`config.mk`:
```
export PLATFORM = sky130hd
export DESIGN_NAME = hub75_plane_shifter
export DESIGN_NICKNAME = d
export VERILOG_FILES = /design/src/rtl/hub75_plane_shifter.sv
export SDC_FILE = /design/constraint.sdc
export NUM_CORES = 1
export LEC_CHECK = 0
export ABC_AREA = 0
export CAP_MARGIN = 30
export CORE_AREA = 2 2 66 68
export CTS_CLUSTER_DIAMETER = 200
export DETAILED_ROUTE_END_ITERATION = 10
export DIE_AREA = 0 0 68 70
export PLACE_DENSITY = 0.72
export SYNTH_ARGS = -nofsm -noshare
export SYNTH_HDL_FRONTEND = slang
export SYNTH_SLANG_ARGS = --single-unit
export TNS_END_PERCENT = 100
```
`constraint.sdc`:
```
create_clock -name CLK -period 1.4 [get_ports CLK]
set_input_delay 0.28 -clock CLK [delete_from_list [all_inputs] [get_ports CLK]]
set_output_delay 0.28 -clock CLK [all_outputs]
set_load 0.05 [all_outputs]
```
`src/rtl/hub75_plane_shifter.sv`:
```
// HUB75 column shifter: fetches pixel words, shifts one bit plane per row, then blanks/latches/unblanks.
// Define HUB75_ROW_DEADTIME_EN to hold BLANK 8 extra cycles before LAT whenever the row changes.
module hub75_plane_shifter #(
    parameter int ColorDepth = 4,
    parameter int Columns    = 64,
    parameter int Rows       = 16
) (
    input  logic                                    CLK,
    input  logic                                    RST,
    input  logic                                    PLANE_DONE,
    input  logic [6*ColorDepth-1:0]                 PIX_DATA,
    output logic [$clog2(Rows)+$clog2(Columns)-1:0] PIX_ADDR,
    output logic                                    R1,
    output logic                                    G1,
    output logic                                    B1,
    output logic                                    R2,
    output logic                                    G2,
    output logic                                    B2,
    output logic                                    SCLK,
    output logic                                    LAT,
    output logic                                    BLANK,
    output logic [$clog2(Rows)-1:0]                 ROW_ADDR,
    output logic                                    PLANE_START,
    output logic [$clog2(ColorDepth)-1:0]           PLANE
);
    localparam int CW = $clog2(Columns);
    localparam int RW = $clog2(Rows);
    localparam int PW = $clog2(ColorDepth);

    localparam logic [2:0] ST_FETCH    = 3'd0;
    localparam logic [2:0] ST_SHIFT_LO = 3'd1;
    localparam logic [2:0] ST_SHIFT_HI = 3'd2;
    localparam logic [2:0] ST_WAIT     = 3'd3;
    localparam logic [2:0] ST_BLANK    = 3'd4;
    localparam logic [2:0] ST_LATCH    = 3'd5;
    localparam logic [2:0] ST_UNBLANK  = 3'd6;

    localparam logic [CW-1:0] LastCol   = CW'(Columns - 1);
    localparam logic [RW-1:0] LastRow   = RW'(Rows - 1);
    localparam logic [PW-1:0] LastPlane = PW'(ColorDepth - 1);

    logic [2:0]            state_q, state_d;
    logic [CW-1:0]         col_q, col_d;
    logic [RW-1:0]         row_q, row_d;
    logic [PW-1:0]         plane_q, plane_d;
    logic                  done_q, done_d;
    logic                  done_now;
    logic [ColorDepth-1:0] fld;
    logic [5:0]            rgb_d, rgb_q;
    logic                  sclk_q, lat_q, blank_q, start_q;
    logic [RW-1:0]         row_addr_q;
    logic [PW-1:0]         plane_out_q;
`ifdef HUB75_ROW_DEADTIME_EN
    logic [3:0]            dead_q, dead_d;
`endif

    // A pulse arriving in the same cycle as the decision counts immediately.
    assign done_now = done_q | PLANE_DONE;

    always_comb begin
        fld   = '0;
        rgb_d = '0;
        for (int k = 0; k < 6; k++) begin
            fld      = PIX_DATA[k*ColorDepth +: ColorDepth];
            rgb_d[k] = fld[plane_q];
        end
    end

    always_comb begin
        state_d = state_q;
        col_d   = col_q;
        row_d   = row_q;
        plane_d = plane_q;
        done_d  = PLANE_DONE ? 1'b1 : done_q;
`ifdef HUB75_ROW_DEADTIME_EN
        dead_d  = dead_q;
`endif
        case (state_q)
            ST_FETCH:    state_d = ST_SHIFT_LO;
            ST_SHIFT_LO: state_d = ST_SHIFT_HI;
            ST_SHIFT_HI: begin
                if (col_q == LastCol) begin
                    state_d = done_now ? ST_BLANK : ST_WAIT;
                end else begin
                    col_d   = col_q + 1'b1;
                    state_d = ST_FETCH;
                end
            end
            ST_WAIT:     if (done_now) state_d = ST_BLANK;
            ST_BLANK: begin
`ifdef HUB75_ROW_DEADTIME_EN
                if ((plane_q == LastPlane) && (dead_q != 4'd8)) begin
                    dead_d = dead_q + 1'b1;
                end else begin
                    dead_d  = '0;
                    state_d = ST_LATCH;
                end
`else
                state_d = ST_LATCH;
`endif
            end
            ST_LATCH:    state_d = ST_UNBLANK;
            ST_UNBLANK: begin
                // Clearing wins over a coincident PLANE_DONE pulse.
                done_d  = 1'b0;
                col_d   = '0;
                state_d = ST_FETCH;
                if (plane_q == LastPlane) begin
                    plane_d = '0;
                    row_d   = (row_q == LastRow) ? '0 : row_q + 1'b1;
                end else begin
                    plane_d = plane_q + 1'b1;
                end
            end
            default:     state_d = ST_FETCH;
        endcase
    end

    // Panel outputs are registered from the current state, one cycle behind it.
    always_ff @(posedge CLK) begin
        if (RST) begin
            state_q     <= ST_FETCH;
            col_q       <= '0;
            row_q       <= '0;
            plane_q     <= '0;
            done_q      <= 1'b1;
            sclk_q      <= 1'b0;
            lat_q       <= 1'b0;
            start_q     <= 1'b0;
            blank_q     <= 1'b1;
            rgb_q       <= '0;
            row_addr_q  <= '0;
            plane_out_q <= '0;
        end else begin
            state_q <= state_d;
            col_q   <= col_d;
            row_q   <= row_d;
            plane_q <= plane_d;
            done_q  <= done_d;
            sclk_q  <= (state_q == ST_SHIFT_HI);
            lat_q   <= (state_q == ST_LATCH);
            start_q <= (state_q == ST_UNBLANK);
            if (state_q == ST_BLANK) begin
                blank_q <= 1'b1;
            end else if (state_q == ST_UNBLANK) begin
                blank_q <= 1'b0;
            end
            if (state_q == ST_SHIFT_LO) begin
                rgb_q <= rgb_d;
            end
            if (state_q == ST_LATCH) begin
                row_addr_q  <= row_q;
                plane_out_q <= plane_q;
            end
        end
    end

`ifdef HUB75_ROW_DEADTIME_EN
    always_ff @(posedge CLK) begin
        if (RST) begin
            dead_q <= '0;
        end else begin
            dead_q <= dead_d;
        end
    end
`endif

    assign PIX_ADDR                 = {row_q, col_q};
    assign {R1, G1, B1, R2, G2, B2} = rgb_q;
    assign SCLK                     = sclk_q;
    assign LAT                      = lat_q;
    assign BLANK                    = blank_q;
    assign PLANE_START              = start_q;
    assign ROW_ADDR                 = row_addr_q;
    assign PLANE                    = plane_out_q;
endmodule

```
==> reports/metrics.yaml, run 1 <==
period_share_pct: 99.43
place_area_mm2: 0.002542
vias: 1416
synth_mux_area_share_pct: 17.29
ys_types: 42
drc_errors: 0
power_density_mw_per_mm2: 806.3
grt_pass1_vias: 1424
cts_root_buffer: "clkbuf_8"
synth.avg_cell_area_um2: 9.945
worstSkewPairLatency_ns: 0.29
synth_area_mm2: 0.001541
rows: 24
synth-main-ff-cell: "dfxtp_1"
ys_async_sr_fraction_pct: 0
fin_nets: 254
wl_per_cell_um: 14.04
dp_cells: 266
critical-path-top-delay-family: "simple AND/OR/NAND/NOR gates"
endpoint_kind: "flop"
clk_pin_slew_worst_paths_ns: 0.07
clock_path_buffers: 2
worstSetupStartpointType: "flop"
finalSetupViolCount: 0
ys_warn_count: 0
ys_ff_latch: 32
stdcell_count: 277
synth_xor_area_share_pct: 0
hold_class: "reg2reg"
finalHoldViolCount: 0
drv_slew: 0
yosys-top-cells-area: "dfxtp_1 (42%), mux4_2 (8.8%), mux2i_1 (7.8%)"
io_pins: 53
fin_skew_ns: 0.005581
slew_headroom_pct: 80.30
outcome: "finished clean"
critPathSlowestCell: "or4b_1"
yosysSeqAreaShare_pct: 41.56
gp_congestion: 0.8212
switching_power_mw: 0.5331
numCtsBuffers: 5
grt_pass1_wl_mm: 6.265
htree_levels: 2
syn2layout_area_growth_pct: 77.11
final_cell_mix: "buf_12 (28), clkdlybuf4s50_1 (26), dfxtp_1 (20)"
antenna_found_initial: 0
synth-compound-area-share_pct: 12.18
yosys.area_share.simple_pct: 20.86
grt.overflow.total: 0
critPathKind: "reg2reg"
layout_commonest_cell: "buf_12"
max-cap-violations: 0
start_util_pct: 37.20
grt_util_all_layers_pct: 17.43
num_antenna_cells: 0
tightestPinTransition_ns: 0.2951
max_freq_ghz: 0.7184
cp_data_required_time_ns: 1.58
viasPerCell: 5.112
stdcell_area_mm2: 0.002730
seq_power_share_pct: 43.4
leakage_nw: 1.093
combPwrFrac_pct: 16.1
crit_fanout: 3
synth_adder_area_share_pct: 2.435
max_stage_delay_ns: 0.51
synth_top_area_share_pct: 41.56
finalCriticalPeriod_ns: 1.392
io_buffers: 52
p_total_mw: 2.201
path_buf_inv: 0
fp.dieH_um: 70
synth_fp_nets: 185
internal-power_mw: 1.668
swShare_pct: 24.22
rsz0062_at_grt: "true"
synth_edf_count: 0
worstPathCellList: "ha_4 -> nand4bb_4 -> or4b_1 -> o211a_1"
peakVddDrop_mv: 0.5885
cts.sinks: 32
post_route_cells_drive_above_1_share_pct: 37.78
cts_tree: "yes"
p_clk_share_pct: 40.6
fillCellCount: 318
synth_top_family_by_area: "simple AND/OR/NAND/NOR gates"
yosys.area.top_type: "dfxtp_1"
critical_path_arrival_ns: 1.57
die_width_um: 68
core_area_mm2: 0.004144
drt_iter0_markers: 29
netlist_instances: 155
finalWirelength_mm: 3.890
first_pass_iters: 4
grt_max_degree: 21
dp_hpwl_mm: 2.791
ant_nets: 0
cts_hold_buffers: 0
die_area_mm2: 0.004760
## final timing paths
kind                  from       end  slack (ns)  depth (start not counted)
setup / recovery  col_q[1]  col_q[4]       0.008                          4
hold / removal      done_q    done_q        0.52                          2
setup reg to reg  col_q[1]  col_q[4]       0.008                          4
hold reg to reg     done_q    done_q        0.52                          2
## synthesized netlist by cell type, types with 4 or more instances
master     n
mux4_2     6
nand2_1   10
nand3_1    4
nor2_1    17
inv_1      6
dfxtp_1   32
buf_2      4
a21oi_1    9
clkbuf_1   5
mux2i_1   12
o21ai_0    4
## per-layer routing
| metal | global-route usage, % | share of wire, % | vias to the layer above |
|---|---|---|---|
| met5 | 0 | 0 | - |
| met4 | 8.000 | 1.7 | 0 |
| met3 | 6.280 | 7.1 | 7 |
| met2 | 28.16 | 52 | 35 |
| met1 | 20.10 | 40 | 673 |
| li1 | - | - | 701 |
## power groups by stage
stage                     Clock [mW]  Sequential (mW)  Combinational, mW
after floorplan                    0             1.02              0.107
after global placement             0            0.974              0.344
after detailed placement           0            0.975              0.350
after CTS                      0.906            0.955              0.357
after global routing           0.947            0.957              0.377
final                          0.893            0.954              0.354
## what timing repair did
item	in CTS	in global routing
buffers inserted	2	2
gates resized for setup	3	11
endpoints found under the setup margin	4	11
pin swaps	1	5
## worst min-delay path, delay by kind of cell (launching register included)
kind	cells	cell delay, ns
DFF	1	0.31
and+or+nand+nor	1	0.06
AOI/OAI and AO/OA	1	0.12
## cells by family after synthesis
logic type                 after synthesis
AOI/OAI and AO/OA                       27
adders and majority gates                3
buffers and inverters                   19
DFF                                     32
muxes                                   19
and+or+nand+nor                         55
## metrics by stage
step / hold slack (ns) / utilization [%] / TNS [ns] / setup slack [ns]
detailed placement: 0.4944 / 61.35 / -0.5150 / -0.08746
floorplan: 0.4416 / - / -0.2056 / -0.05680
global route: 0.5492 / 65.88 / -0.1026 / -0.03074
CTS: 0.5217 / 64.86 / 0 / 0.00004996
global placement: 0.4800 / 61.35 / -0.2704 / -0.04914
finish: 0.5185 / 65.88 / 0 / 0.008048
## area by class of cell
| class | instances | area (um^2) | area share, % |
|---|---|---|---|
| Timing Repair Buffer | 74 | 982.2 | 35.98 |
| Multi-Input combinational cell | 104 | 880.8 | 32.26 |
| Sequential cell | 32 | 665.6 | 24.38 |
| Clock buffer | 5 | 68.82 | 2.521 |
| Tap cell | 52 | 65.06 | 2.383 |
| Clock inverter | 3 | 41.29 | 1.512 |
| Inverter | 7 | 26.28 | 0.9624 |
## state kept, by name, summed over array words and instances, names as in the netlist
| signal | cells |
|---|---|
| col_q | 6 |
| rgb_q | 6 |
| ROW_ADDR | 4 |
| row_q | 4 |
| state_q | 3 |
| PLANE | 2 |
| plane_q | 2 |
| BLANK | 1 |
| LAT | 1 |
| PLANE_START | 1 |
| SCLK | 1 |
| done_q | 1 |
Note: power is estimated with default switching activity, not from simulation.
==> run 2, diff against run 1 <==
--- a/config.mk
+++ b/config.mk
@@ -7,11 +7,11 @@
 export LEC_CHECK = 0
 export ABC_AREA = 0
 export CAP_MARGIN = 30
-export CORE_AREA = 2 2 66 68
+export CORE_AREA = 2 2 59 75
 export CTS_CLUSTER_DIAMETER = 200
 export DETAILED_ROUTE_END_ITERATION = 10
-export DIE_AREA = 0 0 68 70
-export PLACE_DENSITY = 0.72
+export DIE_AREA = 0 0 61 77
+export PLACE_DENSITY = 0.73
 export SYNTH_ARGS = -nofsm -noshare
 export SYNTH_HDL_FRONTEND = slang
 export SYNTH_SLANG_ARGS = --single-unit
==> reports/metrics.yaml, run 2 (synthesis results as in run 1) <==
outcome: "finished clean"
ant_nets: 0
leakage_nw: 1.065
utilization_pct: 66.51
cts_tree: "yes"
r2r_start: "col_q[0]"
clk_pin_slew_worst_paths_ns: 0.06
max_freq_ghz: 0.7330
setup_ws_ns: 0.03570
die_width_um: 61
finalHoldViolCount: 0
numCtsBuffers: 5
hold_class: "reg2reg"
peakVddDrop_mv: 0.6638
cts_root_buffer: "clkbuf_8"
antenna_found_initial: 0
holdPathStages: 2
worstSetupStartpointType: "flop"
finalSetupViolCount: 0
worstRegToRegCells: 4
internal-power_mw: 1.475
max-cap-violations: 0
worstPathCellList: "ha_4 -> and2_4 -> a21oi_1 -> mux2_2"
core_area_mm2: 0.004001
p_clk_share_pct: 33.1
dp_hpwl_mm: 2.850
worstSkewPairLatency_ns: 0.28
rsz0062_at_grt: "false"
fin_skew_ns: 0.004073
finalCriticalPeriod_ns: 1.364
cts_hold_buffers: 0
drc_errors: 0
grt_pass1_wl_mm: 6.320
max_stage_delay_ns: 0.35
critical_path_arrival_ns: 1.53
grt_max_degree: 17
hp-start: "done_q"
combPwrFrac_pct: 17.7
grt_pass1_vias: 1401
place_area_mm2: 0.002547
swShare_pct: 24.42
switching_power_mw: 0.4764
top_regs: "col_q: 6 flops, rgb_q: 6 flops"
gp_congestion: 0.8292
start_util_pct: 38.52
post_route_cells_drive_above_1_share_pct: 36.04
power_density_mw_per_mm2: 733.2
htree_levels: 2
crit_fanout: 8
fin_setup_tns_ns: 0
seq_power_share_pct: 49.2
grt_util_all_layers_pct: 17.64
first_pass_iters: 4
wl_per_cell_um: 13.25
period_share_pct: 97.45
tightestPinTransition_ns: 0.2667
critPathSlowestCell: "dfxtp_4"
final_cell_mix: "buf_12 (28), clkdlybuf4s50_1 (26), dfxtp_1 (20)"
io_pins: 53
stdcell_area_mm2: 0.002661
viasPerCell: 5.043
cts.sinks: 32
endpoint_kind: "flop"
vias: 1402
drv_slew: 0
fin_hold_ws_ns: 0.5045
slew_headroom_pct: 81.99
min_to: "done_q"
critPathKind: "reg2reg"
p_total_mw: 1.951
cp_data_required_time_ns: 1.57
fp.dieH_um: 77
fin_nets: 252
die_area_mm2: 0.004697
clock_path_buffers: 2
layout_commonest_cell: "buf_12"
finalWirelength_mm: 3.683
syn2layout_area_growth_pct: 72.65
reg2reg_slack_ns: 0.04
rows: 26
dp_cells: 270
io_buffers: 52
dp_slack_ns: -0.1035
r2r-end: "col_q[2]"
num_antenna_cells: 0
grt.overflow.total: 0
stdcell_count: 278
drt_iter0_markers: 57
==> run 2: routing by layer <==
metal | vias up | wire, um | GRT usage [%] | share of wire (%)
met4 | 0 | 36 | 5.000 | 0.98
li1 | 699 | - | - | -
met1 | 671 | 1499 | 19.66 | 41
met5 | - | 0 | 0 | 0
met2 | 29 | 2016 | 30.97 | 55
met3 | 3 | 132 | 5.565 | 3.6
==> run 2: cell type report <==
class                           count  area [um^2]
Fill cell                         323         1340
Multi-Input combinational cell    104        867.1
Sequential cell                    32        660.6
Tap cell                           56        70.07
Clock buffer                        6        72.57
Inverter                            7        26.28
Timing Repair Buffer               72        959.7
Clock inverter                      1        5.005
==> run 2: power by group through the flow <==
stage	Clock (mW)	Combinational (mW)	Sequential, mW
after floorplan	0	0.107	1.02
after global placement	0	0.339	0.976
after detailed placement	0	0.345	0.977
after CTS	0.674	0.345	0.957
after global routing	0.714	0.366	0.962
final	0.645	0.346	0.960
==> run 2: how the worst max path moves through the flow <==
stage	start	end	slack (ns)
after floorplan	col_q[1]	col_q[2]	-0.06
after global placement	RST	state_q[2]	-0.05
after detailed placement	PIX_DATA[2]	rgb_q[0]	-0.10
after CTS	state_q[0]	col_q[4]	0.0008
after global routing	col_q[1]	col_q[2]	0.0008
final	col_q[0]	col_q[2]	0.04
==> run 2: critical path, delay by kind of cell (launching register included) <==
kind | cells | cell delay [ns]
simple gates | 1 | 0.19
flops | 1 | 0.35
fa+ha+maj | 1 | 0.17
mux | 1 | 0.35
compound gates | 1 | 0.19
==> run 2: repair_timing <==
| item | CTS | global route |
|---|---|---|
| setup buffers | 0 | 1 |
| setup endpoints to repair | 0 | 9 |
| resized for setup | 0 | 8 |
==> run 3, diff against run 2 <==
--- a/config.mk
+++ b/config.mk
@@ -7,11 +7,12 @@
 export LEC_CHECK = 0
 export ABC_AREA = 0
 export CAP_MARGIN = 30
-export CORE_AREA = 2 2 59 75
+export CORE_AREA = 2 2 56 71
 export CTS_CLUSTER_DIAMETER = 200
 export DETAILED_ROUTE_END_ITERATION = 10
-export DIE_AREA = 0 0 61 77
-export PLACE_DENSITY = 0.73
+export DIE_AREA = 0 0 58 73
+export HOLD_SLACK_MARGIN = 0.12
+export PLACE_DENSITY = 0.77
 export SYNTH_ARGS = -nofsm -noshare
 export SYNTH_HDL_FRONTEND = slang
 export SYNTH_SLANG_ARGS = --single-unit
==> constraint.sdc (replaced) <==
create_clock -name CLK -period 1.3 [get_ports CLK]
set_input_delay 0.26 -clock CLK [delete_from_list [all_inputs] [get_ports CLK]]
set_output_delay 0.26 -clock CLK [all_outputs]
set_load 0.05 [all_outputs]
==> reports/metrics.yaml, run 3 (synthesis results as in run 1) <==
post_route_cells_drive_above_1_share_pct: 43.10
slew_headroom_pct: 82.40
crit_fanout: 3
cts_tree: "yes"
die_area_mm2: 0.004234
start_util_pct: 42.48
cts_root_buffer: "clkbuf_8"
viasPerCell: 5.563
core_area_mm2: 0.003628
drc_errors: 0
multiInputGateArea_um2: 928.4
r2r_start: "col_q[0]"
regArea_um2: 675.6
hold_class: "reg2reg"
dp_hpwl_mm: 3.433
violations: "negative setup slack"
dp_cells: 263
peakVddDrop_mv: 0.9489
stdcell_area_mm2: 0.002799
vias: 1513
fin_skew_ns: 0.007201
layout_commonest_cell: "buf_12"
p_total_mw: 2.164
drt_iter0_markers: 42
tightestPinTransition_ns: 0.2611
io_pins: 53
setup_ws_ns: -0.1065
drv_slew: 0
num_antenna_cells: 0
cp_data_required_time_ns: 1.48
outcome: "finished with violations"
numCtsBuffers: 5
fin_nets: 261
fillCellCount: 222
place_area_mm2: 0.002576
clock_path_buffers: 2
stdcell_count: 272
max-cap-violations: 0
finalHoldViolCount: 0
grt_util_all_layers_pct: 21.86
final_cell_mix: "buf_12 (27), clkdlybuf4s50_1 (26), buf_4 (23)"
critPathKind: "reg2reg"
hp-start: "done_q"
gp_congestion: 0.8629
critical_path_arrival_ns: 1.59
worstSetupStartpointType: "flop"
top_regs: "col_q: 6 flops, rgb_q: 6 flops"
period_share_pct: 108.2
fp.dieH_um: 73
first_pass_iters: 4
grt.overflow.total: 0
cts.sinks: 32
startpoint: "col_q[0]"
grt_max_degree: 12
die_width_um: 58
clk_pin_slew_worst_paths_ns: 0.07
reg2reg_slack_ns: -0.11
ant_nets: 0
rsz0062_at_grt: "true"
htree_levels: 2
utilization_pct: 77.14
max_freq_ghz: 0.7110
worstSkewPairLatency_ns: 0.29
finalCriticalPeriod_ns: 1.407
finalWirelength_mm: 4.601
syn2layout_area_growth_pct: 81.57
finalSetupViolCount: 12
endpoint_kind: "flop"
grt_pass1_vias: 1566
power_density_mw_per_mm2: 773.2
grt_pass1_wl_mm: 6.927
antenna_found_initial: 0
leakage_nw: 1.125
rows: 25
io_buffers: 52
wl_per_cell_um: 16.92
run 3: worst max-delay path, cell delays in order, from the launching register on:
cell and delay [ns]:
dfxtp_4 0.36, ha_4 0.16, nand4bb_4 0.12, or4b_1 0.52, o211a_1 0.14
run 3: layout make-up:
class	instances	share of cell area, %
Clock buffer	5	2.459
Clock inverter	3	0.4917
Inverter	7	1.028
Multi-Input combinational cell	104	33.17
Sequential cell	32	24.14
Tap cell	40	1.788
Timing Repair Buffer	81	36.92
run 3: metrics by stage:
step / hold slack (ns) / TNS, ns / setup WS, ns
CTS: 0.5119 / -0.4426 / -0.09371
global placement: 0.4872 / -1.495 / -0.1310
detailed placement: 0.4969 / -2.138 / -0.2121
global route: 0.5469 / -1.233 / -0.1365
finish: 0.5201 / -0.4798 / -0.1065
floorplan: 0.4216 / -0.6534 / -0.1522
run 3: report_power, final:
part | internal, mW | switching (mW)
Combinational | 0.241 | 0.173
Clock | 0.362 | 0.362
Sequential | 0.995 | 0.0315
run 3: routing by layer:
metal  vias up  share of wire [%]  GRT usage, %
li1        716                  -             -
met1       716                 35         21.06
met2        69                 55         40.53
met3        12                7.3         6.206
met4         0                2.6         12.66
met5         -                  0             0
run 3: path summary, 6_finish.rpt:
kind / endpoint / cells past startpoint
worst min register to register: done_q / 2
worst max-delay path: col_q[4] / 4
worst min-delay path: done_q / 2
worst max register to register: col_q[4] / 4
run 3: repair_timing:
item / in CTS / in global routing
setup buffers: 0 / 1
gates resized for setup: 7 / 23
hold endpoints to repair: 0 / 0
pin swaps: 3 / 9
hold buffers: 0 / 0
setup endpoints to repair: 13 / 19
